`src/rtl/expr_pkg.sv`:
```
// Shared constants and types for the streaming expression checker:
// ASCII codes, FSM states, error causes and the character-class bundle.
package expr_pkg;

    localparam logic [7:0] CH_0   = 8'd48;
    localparam logic [7:0] CH_9   = 8'd57;
    localparam logic [7:0] CH_MUL = 8'd42;
    localparam logic [7:0] CH_ADD = 8'd43;
    localparam logic [7:0] CH_SUB = 8'd45;
    localparam logic [7:0] CH_DIV = 8'd47;
    localparam logic [7:0] CH_LP  = 8'd40;
    localparam logic [7:0] CH_RP  = 8'd41;

    typedef enum logic [1:0] {
        S_OPND  = 2'd0,
        S_NUM   = 2'd1,
        S_CLOSE = 2'd2,
        S_ERR   = 2'd3
    } state_t;

    typedef enum logic [2:0] {
        E_NONE    = 3'd0,
        E_BAD     = 3'd1,
        E_TOKEN   = 3'd2,
        E_DEPTH   = 3'd3,
        E_UNMATCH = 3'd4,
        E_LONG    = 3'd5
    } err_t;

    typedef struct packed {
        logic is_digit;
        logic is_op;
        logic is_lp;
        logic is_rp;
        logic is_bad;
    } cclass_t;

endpackage

```
`src/rtl/expr_char_class.sv`:
```
// Combinational character classifier; '-' and '/' only count as operators
// when ALLOW_MINUS is set, otherwise they fall through to "bad".
module expr_char_class
    import expr_pkg::*;
#(
    parameter int ALLOW_MINUS = 1
) (
    input  logic [7:0] ch_i,
    output cclass_t    cls_o
);

    logic minus_ok;

    assign minus_ok = (ALLOW_MINUS != 0);

    always_comb begin
        cls_o          = '0;
        cls_o.is_digit = (ch_i >= CH_0) && (ch_i <= CH_9);
        cls_o.is_op    = (ch_i == CH_MUL) || (ch_i == CH_ADD) ||
                         (minus_ok && ((ch_i == CH_SUB) || (ch_i == CH_DIV)));
        cls_o.is_lp    = (ch_i == CH_LP);
        cls_o.is_rp    = (ch_i == CH_RP);
        cls_o.is_bad   = !(cls_o.is_digit || cls_o.is_op || cls_o.is_lp || cls_o.is_rp);
    end

endmodule

```
`config.mk`:
```
export PLATFORM = sky130hd
export DESIGN_NAME = expr_char_class
export DESIGN_NICKNAME = d
export VERILOG_FILES = /design/src/rtl/expr_pkg.sv /design/src/rtl/expr_char_class.sv
export SDC_FILE = /design/constraint.sdc
export NUM_CORES = 1
export LEC_CHECK = 0
export BUFFER_PORTS_ARGS = -buffer_cell sky130_fd_sc_hd__buf_4
export CORE_AREA = 2 2 39 41
export DETAILED_ROUTE_END_ITERATION = 8
export DIE_AREA = 0 0 41 43
export SETUP_SLACK_MARGIN = 0.1
export SLEW_MARGIN = 15
export SYNTH_ARGS = -nofsm -noshare
export SYNTH_HDL_FRONTEND = slang
export SYNTH_SLANG_ARGS = --single-unit
export TNS_END_PERCENT = 1
```
`constraint.sdc`:
```
create_clock -name vclk -period 1.1
set_clock_uncertainty 0.15 [all_clocks]
set_input_delay 0.11 -clock vclk [all_inputs]
set_output_delay 0.11 -clock vclk [all_outputs]
set_load 0.05 [all_outputs]
```
### After elaboration in Yosys (flattened, before gate mapping)

Index checks and enable logic that the tools add are counted.
W data, S select, Z words.

| storage, ports and cells | value |
|---|---|
| flip-flop bits (word level) | 0 |
| logic and storage cells | 16 |

| operators by class | value |
|---|---|
| order comparisons | 2 |
| equal/unequal tests | 6 |
| reductions and logical operators | 8 |

Operators with widths:

| cell | count |
|---|---|
| $eq A8 B6 Y1 const B | 6 |
| $ge A8 B6 Y1 const B | 1 |
| $le A8 B6 Y1 const B | 1 |
| $logic_or A1 B1 Y1 | 6 |
| $logic_and A1 B1 Y1 | 1 |
| $logic_not A1 Y1 | 1 |

### Depth between registers and ports, before layout

Gate-level depths: netlist of the first run.

| logic depth | value |
|---|---|
| word-level depth | 7 |
| gate-level depth with buffers | 3 |
| depth with buffers taken out | 3 |

### Least setup slack after synthesis of the first run

OpenSTA, ideal clock, no wires.

| path | value |
|---|---|
| path kind | input to output |
| start point | in ch_i[7] |
| end point | out cls_o[2] (netlist bit) |
| data arrival time | 1.915 ns |
| path slack | -1.075 ns |
| cell stages on the path | 3 |
| path buffers | 0 |
| cell sequence | nor3b_2 nand3b_2 nor4_1 |

RTL lines:

| element | RTL line | RTL |
|---|---|---|
| start: declaration | expr_char_class.sv:8 | `input logic [7:0] ch_i,` |
| end: declaration | expr_char_class.sv:9 | `output cclass_t cls_o` |

==> flow_summary.toml, run 1 <==
[worst_setup_path]
timing.critical_path.required_ns = 0.84
timing.setup.critical_path_class = "primary input to output port"
worst_path_arrival_time_ns = 1.00
cp-start-kind = "primary input"
worst-path-max-fanout = 3
crit_path_end_kind = "output port"
startpoint = "ch_i[6]"
slowest_delay_ns = 0.24
critical_path.cell_chain = "buf_6 > nor3b_4 > nand3b_4 > nor4b_4 > buf_6"
cpMaxStageDelayCell = "nor3b_4"
critical-path-top-cell-by-count = "buf_6"

[grt]
groute.usage.overall_pct = 4.20
pin_count_of_the_biggest_net_entering_global_routing = 5
grt_antenna_before_repair = 0
vias_in_the_first_global_route = 143
first_pass_grt_wire_length_um = 565
grt_remaining_overflow = 0

[sta]
finalWorstSetupSlack_ns = -0.164
slew-limit-headroom_pct = 83.1
fin_worst_hold_slack_ns = 0.371
finalCriticalPeriod_ns = 1.26
rsz0062_at_grt = "true"
number_of_setup_violations_in_the_final_report = 5
fmax_ghz = 0.791
crit_share_post_route_pct = 115
report.final.slew_viol_count = 0
timing.setup.tns_ns = -0.606
worst_margin_slew_ns = 0.247
hold_violations = 0

[synthesis]
synth.yosys.warnings = 0
post_synthesis_sequential_area_ratio_pct = 0
syn_inst = 11
synth_area_um2 = 90.1
yosys.cell_types.count = 11
postSynthAreaPerCell_um2 = 8.19
synth_fp_nets = 19

[routing]
route.vias.total = 152
vias_per_cell = 3.53
postRouteAntennaNets = 0
wl_met3_um = 67
avgRoutedWirePerCell_um = 8.00
detailroute.wirelength.met2_um = 119
wl_met1_um = 157
highest-signal-layer = "met3"
drt_wl_total_um = 344
drt-initial-drc-count = 0
drc_errors = 0
detail_route.first_pass.iterations = 1

[floorplan]
chipWidth_um = 41
core_region_area_mm2 = 0.00138
die_height_um = 43
die-area_mm2 = 0.00176
placement_rows = 14
top_level_ports = 13
initial_core_util_pct = 6.51

[layout]
final_layout_size_suffix_gt1_share_pct = 85.2
final_common_cell = "buf_4"
final_util_pct = 23.3
area.sequential_um2 = 0
most-common-layout-cells = "8 x buf_4, 7 x buf_6"
nets = 37
clockBufferCount = 0
post_route_design_area_um2 = 323
layout-area-overhead-vs-synth_pct = 258
antenna_cells = 0
finish.cell_count_without_fillers = 43
numSequentialCells = 0

[pwr]
p_switching_uw = 39.6
switching_share_pct = 44.7
irDropWorstVdd_uv = 69.9
comb_power_share_pct = 100.0
intPower_uw = 48.9
p_total_uw = 88.5
power_frac_seq_pct = 0
power.static_leakage_nw = 0.145
share_clk_of_total_power_pct = 0
power.density_mw_per_mm2 = 274

[hold_path]
worst_hold_path.num_cells = 3
min_delay_worst_endpoint = "cls_o[2]"
worstHoldStart = "ch_i[0]"
hold_path.class = "primary input to output port"

[placed_design]
place.port_buffers = 13
placedInstanceArea_um2 = 273
dpl.hpwl_um = 310
dp_slack_ns = -0.257
gp_routability_congestion = 0.515
placedCellCount = 43

[clock_tree]
postCtsSetupRepairBufs = 0
cts-hold-fix-buffers = 0

[run_status]
status = "complete, but fails checks"
failed_checks = "setup timing"

[job]
maxCapViolations = 0
final cells by class:
class / count / area, um2
Fill cell: 150 / 1060
Timing Repair Buffer: 16 / 159
Multi-Input combinational cell: 11 / 144
Tap cell: 16 / 20.0
power by group through the flow:
stage	clock (mW)	sequential (mW)	combinational (mW)
after global routing	0	0	0.0948
after detailed placement	0	0	0.0767
after floorplan	0	0	0.0262
after CTS	0	0	0.0879
final	0	0	0.0885
after global placement	0	0	0.0761
cell families after synthesis:
family / after synthesis / share of synthesized area (%)
compound gates: 2 / 11.1
simple gates: 8 / 77.8
mux: 1 / 11.1
cell usage after synthesis:
library cell,number,area share (%)
nor2b_1,1,6.9
mux2i_1,1,11
nor2_1,1,4.2
nor3b_1,1,8.3
o21ai_0,1,5.6
nor3b_2,1,14
nor4_1,1,6.9
nand3b_2,1,12
and3_2,1,8.3
a21oi_1,1,5.6
nor4b_2,1,17
what timing repair did:
action                                  in CTS  in global routing
endpoints found under the setup margin       5                  5
gates resized for setup                     10                  1
pin swaps                                    2                  0
critical path: cells and delay by family:
family,cells,cell delay (ns)
buffers and inverters,2,0.28
AND/OR/NAND/NOR,3,0.60
per-layer routing:
metal	vias to the layer above	global-route usage, %
li1	76	-
met1	63	7.28
met2	13	5.94
met3	0	0
met4	0	0
met5	-	0
worst max path at each step:
| stage | slack [ns] | endpoint |
|---|---|---|
| floorplan | -0.33 | cls_o[1] |
| global placement | -0.27 | cls_o[1] |
| CTS | -0.19 | cls_o[1] |
| finish | -0.16 | cls_o[1] |
| global route | -0.23 | cls_o[1] |
| detailed placement | -0.26 | cls_o[1] |
Note: power is estimated with default switching activity, not from simulation.
==> run 2: changes to the inputs <==
Settings changed: CORE_AREA 2 2 39 41 to 3 3 40 42, DIE_AREA 0 0 41 43 to 0 0 43 45.
==> run 2 against run 1 <==
Effect of this change: the flow still finishes with violations (setup timing); critical path depth did not move; final cell count did not move; maximum frequency fell by 0.17%; utilization rose by 1.3 points; combinational power fell by 2.7%; global-route usage barely moved; sequential share of layout area did not move; design area fell by 1.9%; wire length rose by 16%; first-iteration DRC count rose by 3; worst hold slack improved by 0.0059 ns; via count rose by 7.2%; critical path type unchanged.
==> flow_summary.toml, run 2 (synthesis results as in run 1) <==
[routing]
wl_met3_um = 92
wl_met1_um = 166
drc_errors = 0
drt_wl_total_um = 400
drt-initial-drc-count = 3
highest-signal-layer = "met3"
vias_per_cell = 3.79
detail_route.first_pass.iterations = 2
postRouteAntennaNets = 0
route.vias.total = 163
detailroute.wirelength.met2_um = 141
avgRoutedWirePerCell_um = 9.30

[pwr]
p_switching_uw = 39.6
share_clk_of_total_power_pct = 0
power.density_mw_per_mm2 = 272
intPower_uw = 46.5
p_total_uw = 86.1
power_frac_seq_pct = 0
switching_share_pct = 46.0
irDropWorstVdd_uv = 114
power.static_leakage_nw = 0.145
comb_power_share_pct = 100.0

[sta]
finalWorstSetupSlack_ns = -0.166
finalCriticalPeriod_ns = 1.27
hold_violations = 0
rsz0062_at_grt = "true"
fmax_ghz = 0.790
crit_share_post_route_pct = 115
report.final.slew_viol_count = 0
slew-limit-headroom_pct = 83.0
number_of_setup_violations_in_the_final_report = 5
worst_margin_slew_ns = 0.248

[worst_setup_path]
worst-path-max-fanout = 3
cp-start-kind = "primary input"
timing.critical_path.required_ns = 0.84
crit_path_end_kind = "output port"
timing.setup.critical_path_class = "primary input to output port"
worst_path_arrival_time_ns = 1.01

[run_status]
failed_checks = "setup timing"
status = "complete, but fails checks"

[floorplan]
chipWidth_um = 43
placement_rows = 13
core_region_area_mm2 = 0.00128
top_level_ports = 13
die_height_um = 45
die-area_mm2 = 0.00194
initial_core_util_pct = 7.01

[grt]
groute.usage.overall_pct = 4.15
vias_in_the_first_global_route = 162
grt_remaining_overflow = 0
pin_count_of_the_biggest_net_entering_global_routing = 6
grt_antenna_before_repair = 0
first_pass_grt_wire_length_um = 669

[placed_design]
dpl.hpwl_um = 319
placedInstanceArea_um2 = 267
gp_routability_congestion = 0.637
place.port_buffers = 13

[layout]
area.sequential_um2 = 0
num-fill-cells = 141
antenna_cells = 0
numSequentialCells = 0
nets = 38
clockBufferCount = 0
most-common-layout-cells = "10 x buf_4, 7 x buf_6"
final_layout_size_suffix_gt1_share_pct = 85.7
final_common_cell = "buf_4"
layout-area-overhead-vs-synth_pct = 251
multi_input_area_um2 = 144
post_route_design_area_um2 = 317

[clock_tree]
cts-hold-fix-buffers = 0
postCtsSetupRepairBufs = 0

[hold_path]
hold_path.class = "primary input to output port"

[job]
maxCapViolations = 0
[run 2: changes by cell type in the layout (fill, tap and decap cells not counted), sizes merged]
cell,before,now
buf,16,17
[run 2: cell type report]
| class | instances | area share, % |
|---|---|---|
| well taps | 15 | 5.93 |
| repair buffers | 17 | 48.6 |
| multi-input cells | 11 | 45.5 |
[run 2: metrics by stage]
stage | util [%] | TNS, ns | hold WS, ns | worst slack (ns) | cells
detailed placement | 20.7 | -0.934 | 0.410 | -0.250 | 43
global route | 24.6 | -0.891 | 0.384 | -0.236 | 43
floorplan | - | -0.946 | 0.136 | -0.326 | 11
finish | 24.6 | -0.582 | 0.377 | -0.166 | 43
global placement | 20.7 | -1.05 | 0.411 | -0.264 | 43
CTS | 24.2 | -0.646 | 0.377 | -0.178 | 43
[run 2: power by group through the flow]
stage / combinational (mW) / clock (mW) / sequential [mW]
finish: 0.0861 / 0 / 0
global route: 0.0916 / 0 / 0
CTS: 0.0847 / 0 / 0
detailed placement: 0.0736 / 0 / 0
global placement: 0.0735 / 0 / 0
floorplan: 0.0262 / 0 / 0
[run 2: routing by layer]
| metal | global-route usage [%] | vias to the layer above |
|---|---|---|
| li1 | - | 78 |
| met1 | 5.48 | 72 |
| met2 | 6.89 | 13 |
| met3 | 1.59 | 0 |
| met4 | 0 | 0 |
| met5 | 0 | - |
[run 2: timing repair]
item / in CTS / in global routing
cloned: 0 / 0
resized for setup: 10 / 1
setup endpoints to repair: 5 / 5
pin swaps: 1 / 1
[run 2: path summary, 6_finish.rpt]
| path | start | endpoint | slack, ns | cells after the start |
|---|---|---|---|---|
| worst max-delay path | ch_i[6] | cls_o[1] | -0.17 | 5 |
| worst min-delay path | ch_i[0] | cls_o[2] | 0.38 | 3 |
[run 2: critical path, cell delays in order]
cell,delay (ns)
buf_6,0.09
nor3b_4,0.23
nand3b_4,0.13
nor4b_4,0.24
buf_6,0.19
